[config.mk]
export PLATFORM = sky130hd
export DESIGN_NAME = alu_operand_stage_flat
export DESIGN_NICKNAME = d
export VERILOG_FILES = /design/src/rtl/alu_operand_stage_if.sv /design/src/rtl/alu_operand_stage.sv /design/src/flat_wrapper.sv
export SDC_FILE = /design/constraint.sdc
export NUM_CORES = 1
export LEC_CHECK = 0
export CORE_MARGIN = 8
export CORE_UTILIZATION = 38
export DETAILED_ROUTE_END_ITERATION = 10
export HOLD_SLACK_MARGIN = 0.05
export PLACE_DENSITY = 0.86
export RECOVER_POWER = 25
export SETUP_SLACK_MARGIN = 0.2
export SYNTH_ARGS = -nofsm -noshare
export SYNTH_HDL_FRONTEND = slang
export SYNTH_SLANG_ARGS = --single-unit
[constraint.sdc]
create_clock -name CLK -period 7.6 [get_ports CLK]
set_input_delay 0.76 -clock CLK [delete_from_list [all_inputs] [get_ports CLK]]
set_output_delay 0.76 -clock CLK [all_outputs]
set_load 0.1 [all_outputs]
[src/rtl/alu_operand_stage_if.sv]
// alu_operand_stage_if: ID request, EX/WB forwarding sources and registered operand outputs of the operand stage
interface alu_operand_stage_if #(
  parameter int WIDTH  = 32,
  parameter int SA_W   = 5,
  parameter int ADDR_W = 5,
  parameter int CNT_W  = 16
);
  logic              in_valid;
  logic              in_ready;
  logic              ALUSrcA;
  logic              ALUSrcB;
  logic [WIDTH-1:0]  ReadData1;
  logic [WIDTH-1:0]  ReadData2;
  logic [ADDR_W-1:0] rs_addr;
  logic [ADDR_W-1:0] rt_addr;
  logic [SA_W-1:0]   sa;
  logic [WIDTH-1:0]  exten;
  logic              ex_wr_en;
  logic              wb_wr_en;
  logic [ADDR_W-1:0] ex_wr_addr;
  logic [ADDR_W-1:0] wb_wr_addr;
  logic [WIDTH-1:0]  ex_wr_data;
  logic [WIDTH-1:0]  wb_wr_data;
  logic              out_valid;
  logic              out_ready;
  logic [WIDTH-1:0]  rega;
  logic [WIDTH-1:0]  regb;
  logic [WIDTH-1:0]  store_data;
  logic [CNT_W-1:0]  fwd_count;
  modport slave (
    input  in_valid, ALUSrcA, ALUSrcB, ReadData1, ReadData2, rs_addr, rt_addr, sa, exten,
           ex_wr_en, wb_wr_en, ex_wr_addr, wb_wr_addr, ex_wr_data, wb_wr_data, out_ready,
    output in_ready, out_valid, rega, regb, store_data, fwd_count
  );
  modport master (
    output in_valid, ALUSrcA, ALUSrcB, ReadData1, ReadData2, rs_addr, rt_addr, sa, exten,
           ex_wr_en, wb_wr_en, ex_wr_addr, wb_wr_addr, ex_wr_data, wb_wr_data, out_ready,
    input  in_ready, out_valid, rega, regb, store_data, fwd_count
  );
endinterface

[src/rtl/alu_operand_stage.sv]
// alu_operand_stage: registered ALU operand select with EX/WB forwarding (macro ALU_OPERAND_FWD_EN) and a one-entry valid/ready output
module alu_operand_stage #(
  parameter int WIDTH  = 32,
  parameter int SA_W   = 5,
  parameter int ADDR_W = 5,
  parameter int CNT_W  = 16
) (
  input logic CLK,
  input logic Reset,
  alu_operand_stage_if.slave bus
);
  logic [WIDTH-1:0] rs_res, rt_res;
  logic             fwd_hit, acc;
  logic             valid_q, valid_d;
  logic [WIDTH-1:0] rega_q, rega_d, regb_q, regb_d, store_q, store_d;
  logic [CNT_W-1:0] cnt_q, cnt_d;
`ifdef ALU_OPERAND_FWD_EN
  logic rs_ex, rs_wb, rt_ex, rt_wb;
  assign rs_ex = bus.ex_wr_en && bus.ex_wr_addr == bus.rs_addr && |bus.rs_addr;
  assign rs_wb = bus.wb_wr_en && bus.wb_wr_addr == bus.rs_addr && |bus.rs_addr;
  assign rt_ex = bus.ex_wr_en && bus.ex_wr_addr == bus.rt_addr && |bus.rt_addr;
  assign rt_wb = bus.wb_wr_en && bus.wb_wr_addr == bus.rt_addr && |bus.rt_addr;
  assign rs_res = rs_ex ? bus.ex_wr_data : rs_wb ? bus.wb_wr_data : bus.ReadData1;
  assign rt_res = rt_ex ? bus.ex_wr_data : rt_wb ? bus.wb_wr_data : bus.ReadData2;
  // rt always reaches store_data, so an rt forward counts even when B takes the immediate
  assign fwd_hit = (!bus.ALUSrcA && (rs_ex || rs_wb)) || rt_ex || rt_wb;
`else
  logic fwd_unused;
  assign fwd_unused = ^{bus.ex_wr_en, bus.wb_wr_en, bus.ex_wr_addr, bus.wb_wr_addr,
                        bus.ex_wr_data, bus.wb_wr_data, bus.rs_addr, bus.rt_addr};
  assign rs_res  = bus.ReadData1;
  assign rt_res  = bus.ReadData2;
  assign fwd_hit = 1'b0;
`endif
  assign bus.in_ready   = !valid_q || bus.out_ready;
  assign acc            = bus.in_valid && bus.in_ready;
  assign bus.out_valid  = valid_q;
  assign bus.rega       = rega_q;
  assign bus.regb       = regb_q;
  assign bus.store_data = store_q;
  assign bus.fwd_count  = cnt_q;
  // next state: load on accept, drop valid on drain-only, otherwise hold
  always_comb begin
    valid_d = acc || (valid_q && !bus.out_ready);
    rega_d  = acc ? (bus.ALUSrcA ? {{(WIDTH-SA_W){1'b0}}, bus.sa} : rs_res) : rega_q;
    regb_d  = acc ? (bus.ALUSrcB ? bus.exten : rt_res) : regb_q;
    store_d = acc ? rt_res : store_q;
    cnt_d   = (acc && fwd_hit && !(&cnt_q)) ? cnt_q + 1'b1 : cnt_q;
  end
  // output register with asynchronous clear
  always_ff @(posedge CLK or posedge Reset) begin
    if (Reset) begin
      valid_q <= 1'b0;
      rega_q  <= '0;
      regb_q  <= '0;
      store_q <= '0;
      cnt_q   <= '0;
    end else begin
      valid_q <= valid_d;
      rega_q  <= rega_d;
      regb_q  <= regb_d;
      store_q <= store_d;
      cnt_q   <= cnt_d;
    end
  end
endmodule

[src/flat_wrapper.sv]
// flat-port wrapper written by rule: the top's interface ports become plain ports
module alu_operand_stage_flat 
#(
  parameter int WIDTH  = 32,
  parameter int SA_W   = 5,
  parameter int ADDR_W = 5,
  parameter int CNT_W  = 16
)
  (CLK, Reset, bus_in_valid, bus_ALUSrcA, bus_ALUSrcB, bus_ReadData1, bus_ReadData2, bus_rs_addr, bus_rt_addr, bus_sa, bus_exten, bus_ex_wr_en, bus_wb_wr_en, bus_ex_wr_addr, bus_wb_wr_addr, bus_ex_wr_data, bus_wb_wr_data, bus_out_ready, bus_in_ready, bus_out_valid, bus_rega, bus_regb, bus_store_data, bus_fwd_count);
  alu_operand_stage_if #(.WIDTH(WIDTH), .SA_W(SA_W), .ADDR_W(ADDR_W), .CNT_W(CNT_W)) bus_i ();
  input logic CLK;
  input logic Reset;
  input wire logic [$bits(bus_i.in_valid)-1:0] bus_in_valid;
  input wire logic [$bits(bus_i.ALUSrcA)-1:0] bus_ALUSrcA;
  input wire logic [$bits(bus_i.ALUSrcB)-1:0] bus_ALUSrcB;
  input wire logic [$bits(bus_i.ReadData1)-1:0] bus_ReadData1;
  input wire logic [$bits(bus_i.ReadData2)-1:0] bus_ReadData2;
  input wire logic [$bits(bus_i.rs_addr)-1:0] bus_rs_addr;
  input wire logic [$bits(bus_i.rt_addr)-1:0] bus_rt_addr;
  input wire logic [$bits(bus_i.sa)-1:0] bus_sa;
  input wire logic [$bits(bus_i.exten)-1:0] bus_exten;
  input wire logic [$bits(bus_i.ex_wr_en)-1:0] bus_ex_wr_en;
  input wire logic [$bits(bus_i.wb_wr_en)-1:0] bus_wb_wr_en;
  input wire logic [$bits(bus_i.ex_wr_addr)-1:0] bus_ex_wr_addr;
  input wire logic [$bits(bus_i.wb_wr_addr)-1:0] bus_wb_wr_addr;
  input wire logic [$bits(bus_i.ex_wr_data)-1:0] bus_ex_wr_data;
  input wire logic [$bits(bus_i.wb_wr_data)-1:0] bus_wb_wr_data;
  input wire logic [$bits(bus_i.out_ready)-1:0] bus_out_ready;
  output wire logic [$bits(bus_i.in_ready)-1:0] bus_in_ready;
  output wire logic [$bits(bus_i.out_valid)-1:0] bus_out_valid;
  output wire logic [$bits(bus_i.rega)-1:0] bus_rega;
  output wire logic [$bits(bus_i.regb)-1:0] bus_regb;
  output wire logic [$bits(bus_i.store_data)-1:0] bus_store_data;
  output wire logic [$bits(bus_i.fwd_count)-1:0] bus_fwd_count;
  assign bus_i.in_valid = bus_in_valid;
  assign bus_i.ALUSrcA = bus_ALUSrcA;
  assign bus_i.ALUSrcB = bus_ALUSrcB;
  assign bus_i.ReadData1 = bus_ReadData1;
  assign bus_i.ReadData2 = bus_ReadData2;
  assign bus_i.rs_addr = bus_rs_addr;
  assign bus_i.rt_addr = bus_rt_addr;
  assign bus_i.sa = bus_sa;
  assign bus_i.exten = bus_exten;
  assign bus_i.ex_wr_en = bus_ex_wr_en;
  assign bus_i.wb_wr_en = bus_wb_wr_en;
  assign bus_i.ex_wr_addr = bus_ex_wr_addr;
  assign bus_i.wb_wr_addr = bus_wb_wr_addr;
  assign bus_i.ex_wr_data = bus_ex_wr_data;
  assign bus_i.wb_wr_data = bus_wb_wr_data;
  assign bus_i.out_ready = bus_out_ready;
  assign bus_in_ready = bus_i.in_ready;
  assign bus_out_valid = bus_i.out_valid;
  assign bus_rega = bus_i.rega;
  assign bus_regb = bus_i.regb;
  assign bus_store_data = bus_i.store_data;
  assign bus_fwd_count = bus_i.fwd_count;
  alu_operand_stage #(.WIDTH(WIDTH), .SA_W(SA_W), .ADDR_W(ADDR_W), .CNT_W(CNT_W)) u_core (.CLK(CLK), .Reset(Reset), .bus(bus_i));
endmodule
# Word level (Yosys, flattened, before mapping)
# Index checks and enable logic that the tools add are counted.
dict set report totals {
  reg_bits 97
  output_inout_bits 114
}
dict set report classes {
  reduce_logical 6
  n_mux 2
}
# op n
set ops {}
lappend ops {{32-bit 2-to-1 mux} 2}
lappend ops {{1-bit logical AND} 2}
lappend ops {{1-bit logical NOT} 2}
lappend ops {{1-bit logical OR} 2}

# Longest topological paths before layout
dict set report depth {
  word_depth 4
  ltp_mapped 6
}

# Worst setup path before layout
# OpenSTA, ideal clock, no wires.
dict set report synth_timing {
  path_kind {flip-flop to output port}
  start {reg u_core.valid_q (netlist: u_core.bus.out_valid)}
  end {out bus_in_ready}
  t_arrival_ps 1734
  stages_incl_launch_ff 5
  required_ps 6840
  path_slack_ps 5106
  cell_sequence {dfrtp_1 -> nand2b_1 -> buf_4 -> buf_2 -> buf_2}
}
dict set report synth_between {
  elab_chain_cells 2
}
# item line_no
set synth_lines {}
lappend synth_lines {{start: declaration} alu_operand_stage.sv:14} ;# logic valid_q, valid_d;
lappend synth_lines {{start signal: assignment} alu_operand_stage.sv:59} ;# valid_q <= valid_d;
lappend synth_lines {{1-bit logical NOT} alu_operand_stage.sv:35} ;# assign bus.in_ready = !valid_q || bus.out_ready;
lappend synth_lines {{1-bit logical OR} alu_operand_stage.sv:35}
lappend synth_lines {{end: declaration} flat_wrapper.sv:29} ;# output wire logic [$bits(bus_i.in_ready)-1:0] bus_in_ready;
# No other way between the ends.

# Worst setup path after layout
dict set report layout_timing {
  start {in bus_out_ready}
  end {reg u_core.regb_q[22] (netlist: u_core.bus.regb[22])}
}
dict set report layout_between {
  elab_chain_cells 2
}
# item line_no
set layout_lines {}
lappend layout_lines {{start: declaration} flat_wrapper.sv:28} ;# input wire logic [$bits(bus_i.out_ready)-1:0] bus_out_ready;
lappend layout_lines {{1-bit logical OR} alu_operand_stage.sv:35}
lappend layout_lines {{1-bit logical AND} alu_operand_stage.sv:36} ;# assign acc = bus.in_valid && bus.in_ready;
lappend layout_lines {{end signal: assignment} alu_operand_stage.sv:61} ;# regb_q <= regb_d;
lappend layout_lines {{end: declaration} alu_operand_stage.sv:15} ;# logic [WIDTH-1:0] rega_q, rega_d, regb_q, regb_d, store_q, store_d;
# No other way between the ends.
# A chain may end at the register's enable or synchronous reset.

==> impl_results.md <==
- Status: finished, violations left
- Failing checks: capacitance limit, slew limit
- RSZ-0062 raised after global routing: no
- FF-to-FF setup slack: between 4 and 5 ns
- Die width: roughly 120 um
- Grt ovf: 0
- Setup CP Type: in -> reg
- Vias: between 3000 and 4000
- # fillers: 944
- CTS clk-pin slew, worst paths: roughly 0.06 ns
- Diode count: 0
- Starting Density: 0.3869
- Synth Area in XOR/XNOR: 0
- Commonest non-fill, non-tap cell in the layout: clkdlybuf4s50_1
- Endpoints failing setup: 0
- Largest net degree at the start of global routing: 77
- Die area: 15280 um2
- Worst Skew: 0.008018 ns
- Post-Syn Instances: between 300 and 400
- H-Tree Depth: 3
- Slew Viols, Final: 127
- Post-Layout Inst Area: 6695 um2
- Post-CTS Setup Inserts: 0
- Initial antenna violation count: 0
- Clock sink count: 97
- CP endpoint kind: flip-flop
- Post-synthesis compound-gate area fraction: 0.09471
- Sequential fraction of the synthesis area: 0.5518
- Post-CTS Hold Fix Bufs: 0
- HPWL Detailed: 9.481 mm
- Startpoint Class: input pin
- Max FO, Critical Path: 75
- Yosys cell types: 16
- Max cap viols: 2
- Fmax: 250.6 MHz
- CTS tree: built
- Post-Synth Adder-Cell Area: 0
- Vias in the first global route: 3589
- # rows: 39
- Area Growth Syn to Fin: 52.19%
- Layout cell share with drive strength beyond 1: 0.1527
- Worst slew margin: -1.056
- Worst vdd ir: roughly 0.00017 V
- First-pass GRT wire length: 19.15 mm
- Fin crit share: 0.5250
- Skew-Pair Late Insertion Delay: 0.33 ns
- Fraction of synthesized area in multiplexers: 0.2437
- Initial DRC Count: 165
- Final ANT Viol Nets: 0
- Drt wl/cell: between 15 and 20 um
- Post-route setup TNS: 0 ns
- Worst Path Required: 7.81 ns
- DRC Markers: 0
- I/O pin cnt: about 300
- CTS buffer count: 9
- Tightest Pin Transition: 3.084 ns
- HP Class: reg -> reg
- YS warnings: 0
- Post-synthesis simple-gate area fraction: 0.04380
- Overall routing resource usage: 0.1613
- Area after DPL: 6419 um2
- Syn avg cell area: about 13 um2
- Most frequent cells in the layout: clkdlybuf4s50_1, dfrtp_1, mux2_2
- NumNets Final: between 700 and 800
- Synthesized flop and latch total: a little under 100
- Die Height: approximately 120 um
- Arrival time at the worst endpoint: approximately 4.2 ns
- Leak Pwr: 2.856 nW
- DRT Pass-1 Iters: 5
- Crit path time final: 3.990 ns
- Core Region: 11370 um2
- WL final: 12.70 mm
- Routability cong.: roughly 0.75
- Largest family of logic cells by synthesized area: multiplexers
- Synthesized cell area: 4399 um2
- Via-per-instance ratio: just over 5
- IO Port Bufs: a little over 200
- Final hold vios: 0
- CTS max path bufs: 2
- P per Cell Area: 297.4 nW/um2
- Cts repair resizes: 0
- Root Buffer: clkbuf_16
layer usage:
layer  track usage  wire length (um)  vias to the layer above
met5             0                 0                        -
met4       0.05267               179                        0
met3       0.08024              1811                       11
met2        0.2639              5905                      171
met1        0.1804              4803                     1666
li1              -                 -                     1576
Yosys cell counts (all sizes together):
| cell | count | area [um2] |
|---|---|---|
| clkbuf | 8 | 30.03 |
| nor2b | 27 | 168.9 |
| a31oi | 37 | 231.5 |
| nand2b | 2 | 12.51 |
| buf | 38 | 252.7 |
| inv | 1 | 3.750 |
| mux2i | 37 | 370.4 |
| mux2 | 59 | 701.9 |
| conb | 1 | 3.750 |
| dfrtp | 97 | 2427 |
| a21oi | 37 | 185.2 |
| nand2 | 1 | 11.26 |
through the flow:
step / hold WS, ns / worst slack (ns) / power (mW) / util / cells
final: 0.5046 / 3.610 / 1.991 / 0.5889 / 680
after CTS: 0.5075 / 4.257 / 2.012 / 0.5893 / 680
after floorplan: 0.9085 / 4.306 / 1.338 / - / 360
after detailed placement: 0.4926 / 4.261 / 1.580 / 0.5645 / 665
after global placement: 0.4854 / 4.261 / 1.568 / 0.5645 / 665
after global routing: 0.5127 / 3.241 / 2.064 / 0.5889 / 680
power breakdown:
group / switching (mW) / internal (mW) / leakage (nW)
sequential: 0.0371 / 0.589 / 1.14
combinational: 0.703 / 0.238 / 1.57
clock: 0.179 / 0.245 / 0.144
total: 0.919 / 1.07 / 2.86
critical path, stage by stage:
cell and delay [ns]:
clkdlybuf4s50_1 0.45, nand2b_2 0.17, clkbuf_1 2.20, a21oi_1 0.29
a31oi_1 0.29
area by class of cell:
| type | instances | area, um2 | area share |
|---|---|---|---|
| Tap cell | 143 | 178.9 | 0.02672 |
| Clock inverter | 3 | 15.01 | 0.002243 |
| Inverter | 1 | 5.005 | 0.0007475 |
| Multi-Input combinational cell | 216 | 1744 | 0.2605 |
| Sequential cell | 97 | 2427 | 0.3625 |
| Timing Repair Buffer | 208 | 2058 | 0.3074 |
| Clock buffer | 12 | 266.5 | 0.03981 |
sequential cells by signal (all words and copies together), names as in the netlist:
signal / cells
u_core.bus.regb: 32
u_core.bus.out_valid: 1
u_core.bus.store_data: 32
u_core.bus.rega: 32
cell families after synthesis:
family / count (synthesis)
other: 1
muxes: 96
AOI/OAI and AO/OA: 74
DFF: 97
and+or+nand+nor: 30
buffers and inverters: 47
final timing paths:
check / start / to / depth (start not counted)
min reg2reg: u_core.bus.rega[19] / u_core.bus.rega[19] / 1
min: u_core.bus.rega[19] / u_core.bus.rega[19] / 1
max: bus_out_ready / u_core.bus.regb[22] / 5
min in group asynchronous: Reset / u_core.bus.store_data[28] / 2
max in group asynchronous: Reset / u_core.bus.rega[5] / 3
max reg2reg: u_core.bus.out_valid / u_core.bus.regb[22] / 4
Power figures use the tool's default switching activity.
==> patch (config.mk and constraints unchanged) <==
`SA_W` is set to 5 in 3 places; all go to 4.
--- a/src/rtl/alu_operand_stage_if.sv
+++ b/src/rtl/alu_operand_stage_if.sv
@@ -1,7 +1,7 @@
 // alu_operand_stage_if: ID request, EX/WB forwarding sources and registered operand outputs of the operand stage
 interface alu_operand_stage_if #(
   parameter int WIDTH  = 32,
-  parameter int SA_W   = 5,
+  parameter int SA_W   = 4,
   parameter int ADDR_W = 5,
   parameter int CNT_W  = 16
 );
--- a/src/rtl/alu_operand_stage.sv
+++ b/src/rtl/alu_operand_stage.sv
@@ -1,7 +1,7 @@
 // alu_operand_stage: registered ALU operand select with EX/WB forwarding (macro ALU_OPERAND_FWD_EN) and a one-entry valid/ready output
 module alu_operand_stage #(
   parameter int WIDTH  = 32,
-  parameter int SA_W   = 5,
+  parameter int SA_W   = 4,
   parameter int ADDR_W = 5,
   parameter int CNT_W  = 16
 ) (
--- a/src/flat_wrapper.sv
+++ b/src/flat_wrapper.sv
@@ -2,7 +2,7 @@
 module alu_operand_stage_flat 
 #(
   parameter int WIDTH  = 32,
-  parameter int SA_W   = 5,
+  parameter int SA_W   = 4,
   parameter int ADDR_W = 5,
   parameter int CNT_W  = 16
 )
Ports: changed (resized bus_sa); port bits go from 307 to 306. The function was not compared with the original's and may differ.
==> patch against the unedited design <==
The flow still finishes with violations (max-capacitance violations, max-slew violations); power up 1.3%; synthesized cell count down 0.58%; die area up 4.4%; final area up 2.4%; setup slack worse by 42 ps; synthesized area up 5.1%; critical path type is now input port to output pin; combinational power up 2.8%; sequential cell count unchanged; largest power group unchanged; highest routed layer unchanged; wire length up 3.3%.
==> patch: results (changes against the unedited design) <==
Syn Area/Cell: 13.5 µm² (+5.7%)
Vias: 3391 (-0.96%)
Iteration-0 DRC Markers: 144 (-13%)
Largest stage delay, worst path: 1290 ps (-910 ps)
Post-cts resize count: 0 (unchanged)
Crit-path slowest cell: clkdlybuf4s50_1
CTS Buf Count: 9 (unchanged)
I/O Buffers: 203 (-0.49%)
Top FF cell, synth: dfrtp_1
Vias in the first global route: 3691 (+2.8%)
Number of flops mapped to enable cells by yosys: 0 (unchanged)
All-Layer GR Usage: 0.162 (+0.000801)
Cell Area, Placed: 6580 µm² (+2.6%)
Clock skew: 3.86 ps (-4.15 ps)
Post-DP HPWL: 9470 µm (about the same)
Clock Latency Late Sink: 330 ps (about the same)
Max Slew Vio Count: 41 (-68%)
Non-Filler Instances: 681 (+0.15%)
Failing checks: max-capacitance violations, max-slew violations
CP arrival: 3270 ps (-930 ps)
Tightest Pin Transition: 1830 ps (-1250 ps)
Status: complete, but fails checks
Post-synth top cells: 97 x dfrtp_1, 59 x mux2_4, 36 x a21oi_1, 36 x a31oi_1, 36 x mux2i_1
Largest net degree at the start of global routing: 76 (-1.3%)
Peak VDD IR: 0.112 mV (-33%)
Dpl cells: 665 (unchanged)
Max clock buf depth: 2 (unchanged)
ANT cells: 0 (unchanged)
Max H-tree Level: 3 (unchanged)
Max Cap Viol: 1 (-1)
Synth top area cells: dfrtp_1 53%, mux2_4 19%, mux2i_1 7.8%, a31oi_1 4.9%, a21oi_1 3.9%
Critical path fanouts, max: 75 (unchanged)
Worst min path class: flop to flop
Leakage: 0.00305 µW (+6.8%)
Synth unique cells: 16 (unchanged)
DR pass1 iterations: 4 (-1)
First-pass GRT wire length: 20900 µm (+9.0%)
CTS Root Cell: clkbuf_16
Ys async rst share: 1.00 (unchanged)
Ys Warns: 0 (unchanged)
Initial antenna violation count: 0 (unchanged)
Nets: 721 (-0.69%)
Number of post-CTS setup repair buffers: 0 (unchanged)
Clk pin slew, worst setup/hold paths: 60 ps (about the same)
Final min period: 4030 ps (+42.2 ps)
FILL cells: 978 (+3.6%)
Post-synthesis sequential area ratio: 0.525 (-0.0267)
Gpl congestion: 0.753 (about the same)
Share of layout cells above drive strength 1: 0.152 (-0.00101)
Wire per inst: 19.3 µm (+3.2%)
-- patch: cell types whose count changed after synthesis --
| cell | unedited run | this run |
|---|---|---|
| mux2_2 | 49 | 1 |
| nand2b_4 | 0 | 1 |
| a21oi_1 | 37 | 36 |
| buf_1 | 2 | 0 |
| buf_4 | 21 | 24 |
| mux2i_1 | 37 | 36 |
| nand2b_1 | 2 | 1 |
| mux2_4 | 10 | 59 |
| buf_2 | 13 | 12 |
| a31oi_1 | 37 | 36 |
| clkbuf_1 | 8 | 3 |
| nor2b_1 | 27 | 28 |
| buf_6 | 2 | 6 |
-- patch: cells by family after synthesis --
kind of cell	count (synthesis)	share of synthesized area
muxes	96	0.272
AOI/OAI and AO/OA	72	0.0877
and+or+nand+nor	31	0.0447
other	1	0.000811
buffers and inverters	46	0.0698
DFF	97	0.525
-- patch: layer usage --
metal  global-route usage  vias up  share of wire
li1                     -     1562              -
met1                0.196     1652           0.43
met2                0.256      161           0.46
met3               0.0679       16           0.10
met4               0.0545        0          0.015
met5                    0        -              0
-- patch: cell type report --
type	count	area [µm²]	share of cell area
tap	147	184	0.0268
sequential	97	2430	0.354
clock inverter	3	15.0	0.00219
multi-input combinational	215	1930	0.281
clock buffer	13	260	0.0379
timing repair buffer	205	2040	0.297
inverter	1	5.00	0.000730
-- patch: critical path, delay by kind of cell --
| family | cells | cell delay [ps] |
|---|---|---|
| buf+inv | 2 | 1810 |
| simple gates | 1 | 660 |
-- patch: metrics by stage --
| step | worst slack (ps) | total power (µW) | hold slack [ps] |
|---|---|---|---|
| floorplan | 4310 | 1370 | 909 |
| global placement | 3670 | 1600 | 492 |
| detailed placement | 3650 | 1610 | 494 |
| CTS | 3640 | 2040 | 513 |
| global route | 3490 | 2080 | 519 |
| finish | 3570 | 2020 | 512 |
-- patch: path summary, 6_finish.rpt --
| path | from | to | slack [ps] | depth (start not counted) |
|---|---|---|---|---|
| worst max-delay path | bus_out_ready | bus_in_ready | 3570 | 3 |
| worst min-delay path | u_core.bus.store_data[16] | u_core.bus.store_data[16] | 510 | 1 |
| worst max register to register | u_core.bus.out_valid | u_core.bus.rega[27] | 5000 | 3 |
| worst min register to register | u_core.bus.store_data[16] | u_core.bus.store_data[16] | 510 | 1 |
| max in group asynchronous | Reset | u_core.bus.rega[0] | 4820 | 3 |
| min in group asynchronous | Reset | u_core.bus.rega[19] | 1340 | 2 |
-- patch: report_power, final --
group          total [µW]  leakage, µW  internal (µW)  switching, µW
Sequential            630      0.00114            589           41.7
Clock                 420     0.000139            238            181
Combinational         967      0.00177            260            707
